File: src/rtl/trap_ctrl.sv
// trap_ctrl - machine-mode trap sequencer feeding the csr block write port.
//
// Takes synchronous exceptions, MRET and masked M-mode interrupts, then
// performs the CSR updates one write at a time through a single write port
// and finishes with a one-cycle PC redirect. o_busy stalls the pipeline for
// the whole sequence.
//
// Ports:
//   i_clk, i_rst            clock, synchronous active-high reset
//   i_exc_*, i_pc           exception request, cause code, mtval value, PC
//   i_mret                  MRET retiring
//   i_irq_msip/mtip/meip    raw interrupt pending lines
//   i_mstatus/mie/mtvec/mepc current CSR values
//   i_csr_ready             csr block accepts the current write
//   o_csr_we/addr/wdata     csr write port
//   o_busy                  sequence in progress
//   o_redirect_valid/pc     one-cycle fetch redirect
//
// state       | meaning
// ------------+-----------------------------------------------
// IDLE        | waiting; arbitrates exception > MRET > interrupt
// WR_MEPC     | writing saved PC to mepc
// WR_MCAUSE   | writing cause to mcause
// WR_MTVAL    | writing faulting value to mtval
// WR_MSTATUS  | writing trap-entry mstatus
// MRET_STATUS | writing MRET-exit mstatus
// REDIRECT    | one-cycle redirect strobe, then back to IDLE

module trap_ctrl #(
    parameter int          XLEN        = 32,
    parameter logic [11:0] CSR_MSTATUS = 12'h300,
    parameter logic [11:0] CSR_MEPC    = 12'h341,
    parameter logic [11:0] CSR_MCAUSE  = 12'h342,
    parameter logic [11:0] CSR_MTVAL   = 12'h343
) (
    input  logic            i_clk,
    input  logic            i_rst,
    input  logic            i_exc_valid,
    input  logic [3:0]      i_exc_code,
    input  logic [XLEN-1:0] i_exc_tval,
    input  logic [XLEN-1:0] i_pc,
    input  logic            i_mret,
    input  logic            i_irq_msip,
    input  logic            i_irq_mtip,
    input  logic            i_irq_meip,
    input  logic [XLEN-1:0] i_mstatus,
    input  logic [XLEN-1:0] i_mie,
    input  logic [XLEN-1:0] i_mtvec,
    input  logic [XLEN-1:0] i_mepc,
    input  logic            i_csr_ready,
    output logic            o_csr_we,
    output logic [11:0]     o_csr_addr,
    output logic [XLEN-1:0] o_csr_wdata,
    output logic            o_busy,
    output logic            o_redirect_valid,
    output logic [XLEN-1:0] o_redirect_pc
);

    typedef enum logic [2:0] {
        IDLE,
        WR_MEPC,
        WR_MCAUSE,
        WR_MTVAL,
        WR_MSTATUS,
        MRET_STATUS,
        REDIRECT
    } state_t;

    state_t          state_q, state_d;
    logic [XLEN-1:0] epc_q, epc_d;
    logic [XLEN-1:0] cause_q, cause_d;
    logic [XLEN-1:0] tval_q, tval_d;
    logic [XLEN-1:0] mstatus_q, mstatus_d;
    logic [XLEN-1:0] target_q, target_d;

    logic            irq_valid;
    logic [3:0]      irq_code;
    logic [XLEN-1:0] tvec_base;

    // Bits of the CSR inputs this block never looks at.
    logic unused_bits;
    assign unused_bits = ^{i_mie[XLEN-1:12], i_mie[10:8], i_mie[6:4],
                           i_mie[2:0], i_mepc[1:0]};

    assign tvec_base = {i_mtvec[XLEN-1:2], 2'b00};

    // Interrupt selection: global MIE gates everything; MEI > MSI > MTI.
    always_comb begin
        irq_valid = 1'b0;
        irq_code  = 4'd0;
        if (i_mstatus[3]) begin
            if (i_irq_meip && i_mie[11]) begin
                irq_valid = 1'b1;
                irq_code  = 4'd11;
            end else if (i_irq_msip && i_mie[3]) begin
                irq_valid = 1'b1;
                irq_code  = 4'd3;
            end else if (i_irq_mtip && i_mie[7]) begin
                irq_valid = 1'b1;
                irq_code  = 4'd7;
            end
        end
    end

    // Next-state and latched-field logic.
    always_comb begin
        state_d   = state_q;
        epc_d     = epc_q;
        cause_d   = cause_q;
        tval_d    = tval_q;
        mstatus_d = mstatus_q;
        target_d  = target_q;

        case (state_q)
            IDLE: begin
                if (i_exc_valid || (!i_mret && irq_valid)) begin
                    epc_d         = i_pc;
                    cause_d       = '0;
                    mstatus_d     = i_mstatus;
                    mstatus_d[7]  = i_mstatus[3];
                    mstatus_d[3]  = 1'b0;
                    mstatus_d[12:11] = 2'b11;
                    if (i_exc_valid) begin
                        cause_d[3:0] = i_exc_code;
                        tval_d       = i_exc_tval;
                        target_d     = tvec_base;
                    end else begin
                        cause_d[XLEN-1] = 1'b1;
                        cause_d[3:0]    = irq_code;
                        tval_d          = '0;
                        // Vectored mode only for interrupts; modes 10/11 act as direct.
                        if (i_mtvec[1:0] == 2'b01)
                            target_d = tvec_base + XLEN'({irq_code, 2'b00});
                        else
                            target_d = tvec_base;
                    end
                    state_d = WR_MEPC;
                end else if (i_mret) begin
                    mstatus_d        = i_mstatus;
                    mstatus_d[3]     = i_mstatus[7];
                    mstatus_d[7]     = 1'b1;
                    mstatus_d[12:11] = 2'b11;
                    target_d         = {i_mepc[XLEN-1:2], 2'b00};
                    state_d          = MRET_STATUS;
                end
            end
            WR_MEPC:     if (i_csr_ready) state_d = WR_MCAUSE;
            WR_MCAUSE:   if (i_csr_ready) state_d = WR_MTVAL;
            WR_MTVAL:    if (i_csr_ready) state_d = WR_MSTATUS;
            WR_MSTATUS:  if (i_csr_ready) state_d = REDIRECT;
            MRET_STATUS: if (i_csr_ready) state_d = REDIRECT;
            REDIRECT:    state_d = IDLE;
            default:     state_d = IDLE;
        endcase
    end

    // Outputs are decoded purely from state so they hold steady under backpressure.
    always_comb begin
        o_csr_we         = 1'b0;
        o_csr_addr       = 12'h000;
        o_csr_wdata      = '0;
        o_redirect_valid = 1'b0;
        o_redirect_pc    = '0;
        o_busy           = (state_q != IDLE);

        case (state_q)
            WR_MEPC: begin
                o_csr_we    = 1'b1;
                o_csr_addr  = CSR_MEPC;
                o_csr_wdata = epc_q;
            end
            WR_MCAUSE: begin
                o_csr_we    = 1'b1;
                o_csr_addr  = CSR_MCAUSE;
                o_csr_wdata = cause_q;
            end
            WR_MTVAL: begin
                o_csr_we    = 1'b1;
                o_csr_addr  = CSR_MTVAL;
                o_csr_wdata = tval_q;
            end
            WR_MSTATUS, MRET_STATUS: begin
                o_csr_we    = 1'b1;
                o_csr_addr  = CSR_MSTATUS;
                o_csr_wdata = mstatus_q;
            end
            REDIRECT: begin
                o_redirect_valid = 1'b1;
                o_redirect_pc    = target_q;
            end
            default: ;
        endcase
    end

    always_ff @(posedge i_clk) begin
        if (i_rst) begin
            state_q   <= IDLE;
            epc_q     <= '0;
            cause_q   <= '0;
            tval_q    <= '0;
            mstatus_q <= '0;
            target_q  <= '0;
        end else begin
            state_q   <= state_d;
            epc_q     <= epc_d;
            cause_q   <= cause_d;
            tval_q    <= tval_d;
            mstatus_q <= mstatus_d;
            target_q  <= target_d;
        end
    end

endmodule

File: config.mk
export PLATFORM = sky130hd
export DESIGN_NAME = trap_ctrl
export DESIGN_NICKNAME = d
export VERILOG_FILES = /design/src/rtl/trap_ctrl.sv
export SDC_FILE = /design/constraint.sdc
export NUM_CORES = 1
export LEC_CHECK = 0
export ABC_AREA = 1
export CORE_ASPECT_RATIO = 1.25
export CORE_MARGIN = 3
export CORE_UTILIZATION = 30
export DETAILED_ROUTE_END_ITERATION = 10
export GPL_ROUTABILITY_DRIVEN = 0
export HOLD_SLACK_MARGIN = 0.05
export SLEW_MARGIN = 30
export SYNTH_ARGS = -nofsm -noshare
export SYNTH_HDL_FRONTEND = slang
export SYNTH_SLANG_ARGS = --single-unit
File: constraint.sdc
create_clock -name i_clk -period 2.8 [get_ports i_clk]
set_input_delay 0.56 -clock i_clk [delete_from_list [all_inputs] [get_ports i_clk]]
set_output_delay 0.56 -clock i_clk [all_outputs]
set_load 0.02 [all_outputs]
Word level (Yosys, flattened, before mapping)
Index checks and enable logic that the tools add are counted.
- $add $sub $neg: 1
- equal/unequal tests: 12
- muxes and demuxes: 29
- reductions and logical operators: 14
- operators with widths (kind ; number):
    $mux W32 ; 8
    $pmux W32 S4 ; 1
    $pmux W10 S4 ; 1
    $add A32 B6 Y32 ; 1
    $mux W3 ; 8
    $pmux W3 S5 ; 1
    $mux W4 ; 3
    $eq A3 B3 Y1 const B ; 3
    $mux W1 ; 7
    $eq A3 B2 Y1 const B ; 2
    $ne A2 B2 Y1 const B ; 3
    $reduce_and A5 Y1 ; 1
    $reduce_or A5 Y1 ; 1
    $logic_and A1 B1 Y1 ; 4
    $reduce_and A2 Y1 ; 2
    $eq A3 B1 Y1 const B ; 1
    $logic_not A3 Y1 ; 1
    $ne A3 B3 Y1 const B ; 1
    $reduce_bool A3 Y1 ; 1
    $eq A2 B1 Y1 const B ; 1
    $ne A2 B1 Y1 const B ; 1
    $reduce_bool A2 Y1 ; 1
    $reduce_or A2 Y1 ; 1
    $logic_not A1 Y1 ; 1
    $logic_or A1 B1 Y1 ; 1
- output and inout bits: 79
- word-level logic and storage cells: 62
- flip-flop bits (word level): 136

Depth between registers and ports, before layout
Gate-level depths: netlist (run 1).
- depth in word-level cells: 9
- gate-level depth with buffers: 19
- depth with buffers taken out: 19

Least setup slack after synthesis (run 1)
OpenSTA, ideal clock, no wires.
- path kind: input port to flip-flop
- from: in i_irq_meip
- to: reg target_q[14]
- slack: 0.358 ns
- arrival: 2.323 ns
- library setup time: 0.119 ns
- stages on the path: 17
- cell sequence: nand2_1 > nand2_1 > nand2_1 > o21ai_2 > ha_1 > fa_1 > nand2_1 > inv_1 > nand2_1 > nand2_1 > nand2_1 > nor2_2 > nand2_1 > inv_1 > or2_2 > nand3_1 > a21oi_1
- cells in the longest elaborated chain, start to end: 7
- elaborated cells on any way between the ends: 13
- ends and longest elaborated chain (element ; RTL line ; RTL):
    from (decl) ; 45 ; input logic i_irq_meip,
    $logic_and A1 B1 Y1 * ; 92 ; if (i_irq_meip && i_mie[11]) begin
    $mux W4 or $mux W1 (tied branches) ; 92 ;
    $mux W4 or $mux W1 (tied branches) ; 91 ; if (i_mstatus[3]) begin
    $add A32 B6 Y32 or $logic_and A1 B1 Y1 (tied branches) ; 133, 116 ;
    $mux W32 or $logic_or A1 B1 Y1 (tied branches) ; 132, 116 ;
    $mux W32 or $reduce_bool A2 Y1 (tied branches) ; -- ;
    $mux W32 or $reduce_and A2 Y1 (tied branches) ; -- ;
    to (signal assigned) ; 209 ; target_q <= target_d;
    to (decl) ; 74 ; logic [XLEN-1:0] target_q, target_d;
Mark *: on every way between the ends. The rest lies on a longest branch, timed or not.
A chain may end at the register's enable or synchronous reset.

Worst setup path after layout (run 1)
- from: reg state_q[2]
- to: out o_csr_addr[9]
- cells in the longest elaborated chain, start to end: 3
- elaborated cells on any way between the ends: 7
- ends and longest elaborated chain (element ; RTL line ; RTL):
    from (decl) ; 69 ; state_t state_q, state_d;
    from (signal assigned) ; 204 ; state_q <= state_d;
    $eq A3 B3 Y1 ; 166 ; case (state_q)
    $reduce_or A2 Y1 (no source line) ; -- ;
    $pmux W10 S4 * ; 166 ;
    to (decl) ; 52 ; output logic [11:0] o_csr_addr,
Marks and branches as above.

==> impl_metrics.tcl, run 1 <==
set metrics [dict create \
    status "finished clean" \
    max_cap_violations 0 \
    min_to "mstatus_q[23]" \
    syn_area_per_cell_um2 6.468 \
    ios 283 \
    rows 61 \
    finalHoldViolations 0 \
    cts_sinks 133 \
    wl_per_cell_um 15.48 \
    slew_headroom 0.5100 \
    ys_ff_latch 133 \
    synthTopCellsByCount "nand2_1, nor2_1, dfxtp_1, a21oi_1, inv_1" \
    rr_endpoint "epc_q[25]" \
    slowest_stage "clkdlybuf4s50_1" \
    synth_most_common_cell "nand2_1" \
    cp.arrival_ps 2120 \
    fmax_ghz 0.3736 \
    hold_class "reg2reg" \
    wl_mm 24.83 \
    drive_gt1_frac 0.09463 \
    start_util 0.3081 \
    worstHoldStart "mstatus_q[23]" \
    synth_edf_count 0 \
    rr_worst_depth 9 \
    max_stage_delay_ps 670 \
    r2r_slack_ps 1080 \
    clkPwrFrac 0.256 \
    syn_area_mm2 0.006914 \
    cts.clk_slew.worst_paths_ps 70 \
    tns_ps 0 \
    synth.top_cell.area_share 0.3851 \
    yosysWarnings 0 \
    grt_pass1_vias 7469 \
    drt_iter0_drc 313 \
    yosysTopAreaCell "dfxtp_1" \
    worst_pin_slew_ps 735.0 \
    power.switching_mw 3.623 \
    synthTopCellsByArea "dfxtp_1, nand2_1, nor2_1, a21oi_1, o21ai_0" \
    worst-path-buf-inv 3 \
    switching_share 0.4103 \
    post-route-period-util 0.9560 \
    dr.pass1.iters 4 \
    yosysSeqAreaShare 0.3851 \
    cp-end-kind "output port" \
    critical_path.top_delay_family "buffers and inverters" \
    p_int_mw 5.206 \
    cp-start-kind "register" \
    grt.overflow.total 0 \
    fp.coreArea_mm2 0.02244 \
    clock_path_buffers 2 \
    worst_ir_drop_vdd_mv 0.5133 \
    p_comb_frac 0.416 \
    required_ps 2240 \
    pwr_density_cell_mw_per_mm2 863.0 \
    synth.distinct_cells 35 \
    crit_fanout 27 \
    post_drt_via_cell_ratio 4.719 \
    cts_root_buffer "clkbuf_16" \
    path_class "reg2out" \
    grt_max_degree 68 \
    ys_async_sr_fraction 0 \
    drcViolationCount 0 \
    die_x_um 141.8 \
    clock_latency_ps 430 \
    setup_violations 0 \
    area_growth_pct 47.97 \
    whs_path_depth 2 \
    antenna_found_initial 0 \
    pwr-share-seq 0.329 \
    synth_ff_type "dfxtp_1" \
    path_cells "inv_1 > nor2_4 > inv_4 > o21ai_1 > clkdlybuf4s50_1" \
    dieArea_mm2 0.02492 \
    p_leak_nw 4.322 \
    tritoncts "done" \
    cts_made_buffers 17 \
    grt_pass1_wl_mm 39.14 \
    nets 1517 \
    vias 7569 \
    grt.total_usage 0.1980 \
    htreeDepth 4 \
    io_buffers 240 \
    report.final.slew_viol_count 0 \
    ant_nets 0 \
    hold_slack_ps 455.8 \
    die_y_um 175.7 \
    skew_ps 5.529 \
    dp_hpwl_mm 17.84 \
    finalPower_mw 8.829 \
    diodes 0 \
    period_minus_slack_ps 2677 \
    r2r_start "state_q[2]" \
    synthCells 1069 \
]
-- cell usage in the layout, fill, tap and decap left out, drive strengths merged, types with 3 or more instances in the layout --
cell and instances:
nor3 6, clkbuf 36, or2 3, o211ai 27
inv 112, a31oi 5, clkdlybuf4s15 6, nand3 43
o21ai 97, nand2 267, nand3b 4, nor2 184
dlygate4sd2 37, dfxtp 133, buf 40, nand4 7
a21oi 107, ha 4, a22oi 4, clkdlybuf4s50 177
conb 9, clkinv 3
-- power by group through the flow --
stage | registers [mW] | logic (mW) | clock network, mW
final | 2.90 | 3.67 | 2.26
after global routing | 2.98 | 4.11 | 2.40
after floorplan | 2.86 | 2.33 | 0
after detailed placement | 2.93 | 3.84 | 0
after CTS | 2.90 | 3.75 | 2.31
after global placement | 2.91 | 3.80 | 0
-- routing by layer --
metal | track usage | share of wire | vias to the layer above
li1 | - | - | 3889
met1 | 0.2402 | 0.43 | 3413
met2 | 0.3404 | 0.48 | 237
met3 | 0.04684 | 0.065 | 30
met4 | 0.07040 | 0.022 | 0
met5 | 0 | 0 | -
-- layout make-up --
type / instances / area (um^2)
clock buffers: 17 / 425.4
clock inverters: 15 / 161.4
fillers: 2364 / 12210
inverters: 103 / 389.1
multi-input cells: 774 / 3597
flip-flops and latches: 133 / 2664
well taps: 283 / 354.1
repair buffers: 279 / 2640
-- metrics by stage --
step                setup slack (ps)  utilization  cells  cell area, um^2
finish                         123.3       0.4560   1604            10230
global route                  -6.052       0.4560   1604            10230
CTS                            55.84       0.4576   1602            10270
detailed placement            -212.9       0.4340   1570             9739
global placement              -183.3       0.4340   1570             9739
floorplan                      357.9            -   1077             6944
-- logic make-up (layout without fill, tap and decap cells) --
family / after synthesis / in the layout / share of synthesized area
other cells: 1 / 9 / 0.0005424
simple gates: 515 / 515 / 0.3058
compound gates: 242 / 242 / 0.1896
fa+ha+maj: 5 / 5 / 0.01013
buf+inv: 170 / 414 / 0.1050
xor+xnor: 3 / 3 / 0.003801
flops: 133 / 133 / 0.3851
-- worst reg2reg max path: stages, from the launching register on --
cell     delay, ps
dfxtp_2        360
nor2_2         190
inv_2           70
nor2_4         160
inv_2          100
nor2_4         200
inv_2           90
buf_12         190
nor2_1         200
nor2_1          60
-- state kept, by name, indices dropped and copies added, names as in the netlist --
signal and cells:
target_q 30, cause_q 5, state_q 3, tval_q 32, mstatus_q 31, epc_q 32
-- worst max-delay path by stage --
stage | from | cells after the start | end
3_3_place_gp | i_irq_meip | 19 | target_q[20]
5_1_grt | i_mie[11] | 20 | target_q[26]
3_5_place_dp | i_mie[11] | 18 | target_q[19]
2_1_floorplan | i_irq_meip | 17 | target_q[14]
4_1_cts | state_q[0] | 8 | o_csr_wdata[28]
6_report | state_q[2] | 5 | o_csr_addr[9]
-- repair_timing --
item,in CTS,in global routing
setup buffers,0,2
pin swaps,0,0
setup endpoints to repair,65,32
gates resized for setup,67,47
hold buffers,0,0
(Power assumes the default switching activity.)
==> inputs of run 2 (changes only) <==
--- a/config.mk
+++ b/config.mk
@@ -5,7 +5,6 @@
 export SDC_FILE = /design/constraint.sdc
 export NUM_CORES = 1
 export LEC_CHECK = 0
-export ABC_AREA = 1
 export CORE_ASPECT_RATIO = 1.25
 export CORE_MARGIN = 3
 export CORE_UTILIZATION = 30
==> impl_metrics.tcl, run 2 <==
set metrics [dict create \
    status "finished clean" \
    fmax_ghz 0.3692 \
    ys_async_sr_fraction 0 \
    finalPower_mw 6.473 \
    synthTopCellsByCount "nand2_1, dfxtp_1, a21oi_1, nor2_1, o21ai_0" \
    synth.distinct_cells 59 \
    power.switching_mw 2.134 \
    tns_ps 0 \
    pwr_density_cell_mw_per_mm2 631.4 \
    wl_per_cell_um 17.02 \
    vias 6815 \
    dp_slack_ps -496.8 \
    yosysTopAreaCell "dfxtp_1" \
    pwr-share-seq 0.354 \
    cts.clk_slew.worst_paths_ps 60 \
    path_cells "and3_1 > buf_12 > and2_1 > clkdlybuf4s50_1" \
    fin_cells 1382 \
    rsz0062_at_grt "no" \
    setup_violations 0 \
    clkPwrFrac 0.362 \
    syn_area_per_cell_um2 7.840 \
    multi_input_area_mm2 0.003675 \
    period_minus_slack_ps 2709 \
    cts_sinks 133 \
    hold_class "reg2reg" \
    fin_ws_ps 91.45 \
    grt.total_usage 0.1942 \
    required_ps 2240 \
    clock_latency_ps 420 \
    cp-end-kind "output port" \
    worst_ir_drop_vdd_mv 0.3903 \
    htreeDepth 4 \
    cts_made_buffers 17 \
    nets 1299 \
    dr.pass1.iters 7 \
    finalHoldViolations 0 \
    dp_hpwl_mm 16.72 \
    grt_pass1_vias 6905 \
    drcViolationCount 0 \
    yosysWarnings 0 \
    rows 60 \
    mostFrequentLayoutCells "clkdlybuf4s50_1, nand2_1, dfxtp_1, a21oi_1, nor2_1" \
    post_drt_via_cell_ratio 4.931 \
    area_growth_pct 54.57 \
    switching_share 0.3296 \
    fp.coreArea_mm2 0.02162 \
    dpl_cell_area_mm2 0.009510 \
    cp-start-kind "register" \
    reg.largest.list "epc_q (32), tval_q (32), mstatus_q (31)" \
    die_x_um 139.0 \
    critical_path.top_delay_family "buffers and inverters" \
    drt_iter0_drc 313 \
    tritoncts "done" \
    synth_ff_type "dfxtp_1" \
    cp.arrival_ps 2150 \
    report.final.slew_viol_count 0 \
    p_comb_frac 0.284 \
    ys_ff_latch 133 \
    drive_gt1_frac 0.1015 \
    fin_util 0.4742 \
    clock_path_buffers 2 \
    ios 283 \
    p_int_mw 4.339 \
    path_class "reg2out" \
    grt_max_degree 61 \
    diodes 0 \
    synth.top_cell.area_share 0.4014 \
    io_buffers 240 \
    skew_ps 7.894 \
    worst-path-buf-inv 2 \
    hold_slack_ps 452.1 \
    worst_pin_slew_ps 701.3 \
    start_util 0.3068 \
    grt.overflow.total 0 \
    ant_nets 0 \
    synthTopCellsByArea "dfxtp_1, nand2_1, a21oi_1, mux2i_1, a22oi_1" \
    antenna_found_initial 0 \
    dieArea_mm2 0.02394 \
    crit_fanout 31 \
    cts_root_buffer "clkbuf_16" \
    layout_commonest_cell "clkdlybuf4s50_1" \
    wl_mm 23.53 \
    yosysSeqAreaShare 0.4014 \
    synth_edf_count 0 \
    fillCellCount 2142 \
    post-route-period-util 0.9673 \
    synthCells 846 \
    syn_area_mm2 0.006633 \
    max_cap_violations 0 \
    max_stage_delay_ps 620 \
    seq_area_mm2 0.002666 \
    die_y_um 172.2 \
    slew_headroom 0.5324 \
    slowest_stage "clkdlybuf4s50_1" \
    p_leak_nw 4.153 \
    place_inst 1348 \
    synth_most_common_cell "nand2_1" \
    grt_pass1_wl_mm 37.03 \
    final_area_mm2 0.01025 \
]
run 2: cell count changes after synthesis, moves of 9 or more:
cell | before | now
a22oi_1 | 4 | 40
o221ai_1 | 0 | 9
o21ai_0 | 92 | 44
xnor2_1 | 2 | 12
xor2_1 | 1 | 13
mux2i_1 | 0 | 33
and2_1 | 0 | 32
nand3_1 | 42 | 16
inv_1 | 96 | 8
nand2_1 | 266 | 185
nor2_1 | 173 | 77
o211ai_1 | 27 | 1
a21oi_1 | 105 | 89
run 2: kinds of logic after synthesis:
logic type               synth area share
AO/OA/AOI/OAI                      0.2039
XOR/XNOR                          0.03301
adder cells (fa/ha/maj)           0.01056
buffers and inverters             0.05961
flip-flops                         0.4014
multiplexers                      0.04980
other                           0.0005654
AND/OR/NAND/NOR                    0.2411
run 2: worst register-to-register path: cells and delay by family (launching register included):
kind	cells	cell delay [ps]
AOI/OAI and AO/OA	3	580
and+or+nand+nor	2	810
DFF	1	310
buffers and inverters	2	370
run 2: final timing paths:
kind,endpoint,cells after the start,slack [ps],startpoint
hold reg to reg,epc_q[11],2,450,epc_q[11]
hold / removal,epc_q[11],2,450,epc_q[11]
setup reg to reg,target_q[31],7,660,state_q[0]
setup / recovery,o_redirect_pc[16],4,90,state_q[1]
run 2: repair_timing:
action / CTS / global route
resized for setup: 3 / 35
pin swaps: 1 / 6
setup endpoints to repair: 48 / 40
gates cloned: 0 / 0
hold buffers: 0 / 0
buffers inserted: 1 / 1
run 2: power by group through the flow:
stage	clock network (mW)	logic (mW)	registers [mW]
global placement	0	1.84	2.32
global route	2.48	2.02	2.32
finish	2.34	1.84	2.29
CTS	2.40	1.87	2.29
detailed placement	0	1.86	2.33
floorplan	0	1.06	2.28
run 2: final cells by class:
cell class | instances | area share
multi-input cells | 643 | 0.3584
repair buffers | 287 | 0.2851
flip-flops and latches | 133 | 0.2601
clock buffers | 17 | 0.04149
well taps | 279 | 0.03405
clock inverters | 15 | 0.01794
inverters | 8 | 0.002929
run 2: per-layer routing:
metal  part of all wire  vias to the layer above  track usage
met5                  0                        -            0
met4              0.021                        0      0.07404
met3              0.070                       32      0.05339
met2               0.49                      243       0.3310
met1               0.42                     3137       0.2353
li1                   -                     3403            -
==> inputs of run 3 (changes only) <==
--- a/config.mk
+++ b/config.mk
@@ -5,12 +5,16 @@
 export SDC_FILE = /design/constraint.sdc
 export NUM_CORES = 1
 export LEC_CHECK = 0
+export ABC_AREA = 1
+export CELL_PAD_IN_SITES_DETAIL_PLACEMENT = 1
+export CELL_PAD_IN_SITES_GLOBAL_PLACEMENT = 1
 export CORE_ASPECT_RATIO = 1.25
 export CORE_MARGIN = 3
-export CORE_UTILIZATION = 30
+export CORE_UTILIZATION = 29
 export DETAILED_ROUTE_END_ITERATION = 10
 export GPL_ROUTABILITY_DRIVEN = 0
 export HOLD_SLACK_MARGIN = 0.05
+export PLACE_DENSITY_LB_ADDON = 0.1
 export SLEW_MARGIN = 30
 export SYNTH_ARGS = -nofsm -noshare
 export SYNTH_HDL_FRONTEND = slang
==> impl_metrics.tcl, run 3 (synthesized netlist as in run 1, its figures left out) <==
set metrics [dict create \
    post_drt_via_cell_ratio 4.814 \
    dr.pass1.iters 4 \
    grt.total_usage 0.2102 \
    cp-start-kind "register" \
    pwr-share-seq 0.325 \
    drcViolationCount 0 \
    start_util 0.2981 \
    worst_pin_slew_ps 774.8 \
    cts.clk_slew.worst_paths_ps 60 \
    switching_share 0.4081 \
    dp_slack_ps -268.9 \
    layout_commonest_cell "nand2_1" \
    cts_sinks 133 \
    post-route-period-util 0.9593 \
    grt_pass1_wl_mm 42.31 \
    dp_hpwl_mm 19.91 \
    worst_ir_drop_vdd_mv 0.5600 \
    fin_cells 1610 \
    rsz0062_at_grt "no" \
    hold_buffers 0 \
    cp.arrival_ps 2130 \
    cts_made_buffers 17 \
    fp.coreArea_mm2 0.02319 \
    p_int_mw 5.295 \
    wl_per_cell_um 17.04 \
    vias 7750 \
    fmax_ghz 0.3723 \
    period_minus_slack_ps 2686 \
    power.switching_mw 3.650 \
    report.final.slew_viol_count 0 \
    fin_util 0.4435 \
    ios 283 \
    finalHoldViolations 0 \
    skew_ps 7.296 \
    pwr_density_cell_mw_per_mm2 869.5 \
    grt_pass1_vias 7951 \
    fillCellCount 2987 \
    p_comb_frac 0.419 \
    max_cap_violations 0 \
    die_x_um 144.1 \
    die_y_um 178.6 \
    path_class "reg2out" \
    cp-end-kind "output port" \
    grt_max_degree 83 \
    antenna_found_initial 1 \
    setup_violations 0 \
    clock_path_buffers 2 \
    place_inst 1578 \
    drt_iter0_drc 176 \
    mostFrequentLayoutCells "nand2_1, clkdlybuf4s50_1, nor2_1, dfxtp_1, a21oi_1" \
    drive_gt1_frac 0.09455 \
    ant_nets 0 \
    p_leak_nw 4.441 \
    grt.overflow.total 0 \
    wl_mm 27.43 \
    cts_setup_buffers 0 \
    rows 62 \
    dieArea_mm2 0.02574 \
    reg.largest.list "epc_q (32), tval_q (32), mstatus_q (31)" \
    cts_root_buffer "clkbuf_16" \
    slew_headroom 0.4835 \
    crit_fanout 27 \
    nets 1518 \
    clock_latency_ps 420 \
    area_growth_pct 48.79 \
    status "finished clean" \
    tritoncts "done" \
    required_ps 2240 \
    htreeDepth 4 \
    tns_ps 0 \
    io_buffers 240 \
    clkPwrFrac 0.256 \
    diodes 0 \
    cts.repair.resized 54 \
    fin_ws_ps 114.0 \
    hold_class "reg2reg" \
]
-- run 3: cell types whose count changed in the layout (fill, tap and decap cells not counted), moves of 27 or more --
cell	before	now
nor2_1	74	170
and2_1	31	0
nand3_1	15	42
clkdlybuf4s50_1	214	181
mux2i_1	33	0
o21ai_0	43	92
a22oi_1	40	4
dlygate4sd2_1	0	32
nand2_1	184	265
inv_1	8	95
-- run 3: area by class of cell --
class	count	area, um^2	area share
clock inverters	14	166.4	0.01618
flip-flops and latches	133	2665	0.2591
repair buffers	280	2675	0.2600
well taps	288	360.3	0.03503
clock buffers	18	429.2	0.04172
multi-input cells	774	3602	0.3502
inverters	103	389.1	0.03783
-- run 3: routing by layer --
layer	track usage	share of wire	vias up
met1	0.2495	0.42	3654
li1	-	-	3888
met5	0	0.00036	-
met3	0.03835	0.051	24
met4	0.05534	0.013	2
met2	0.3851	0.51	182
-- run 3: power groups by stage --
stage	registers [mW]	clock network, mW	logic, mW
floorplan	2.86	0	2.33
global placement	2.91	0	3.87
detailed placement	2.93	0	3.95
CTS	2.90	2.35	3.86
global route	2.99	2.44	4.22
finish	2.90	2.29	3.75
-- run 3: worst paths after layout --
kind                             startpoint            end  slack [ps]  cells after the start
worst min register to register  target_q[2]    target_q[2]         450                      2
worst min-delay path            target_q[2]    target_q[2]         450                      2
worst max-delay path             state_q[1]  o_csr_addr[8]         110                      5
worst max register to register   state_q[2]   target_q[31]         930                     11
-- run 3: per-stage QoR --
| step | area, um^2 | hold slack (ps) | power, mW |
|---|---|---|---|
| 6_report | 10290 | 453.7 | 8.945 |
| 5_1_grt | 10290 | 476.0 | 9.643 |
| 2_1_floorplan | 6944 | 429.9 | 5.190 |
| 3_3_place_gp | 9778 | 437.7 | 6.782 |
| 4_1_cts | 10330 | 456.6 | 9.121 |
| 3_5_place_dp | 9778 | 446.5 | 6.880 |
-- run 3: worst max-delay path, stage by stage (launching register included) --
cell             delay, ps
dfxtp_2                350
buf_4                  160
nor2_4                 130
inv_4                  160
o21ai_1                240
clkdlybuf4s50_1        670
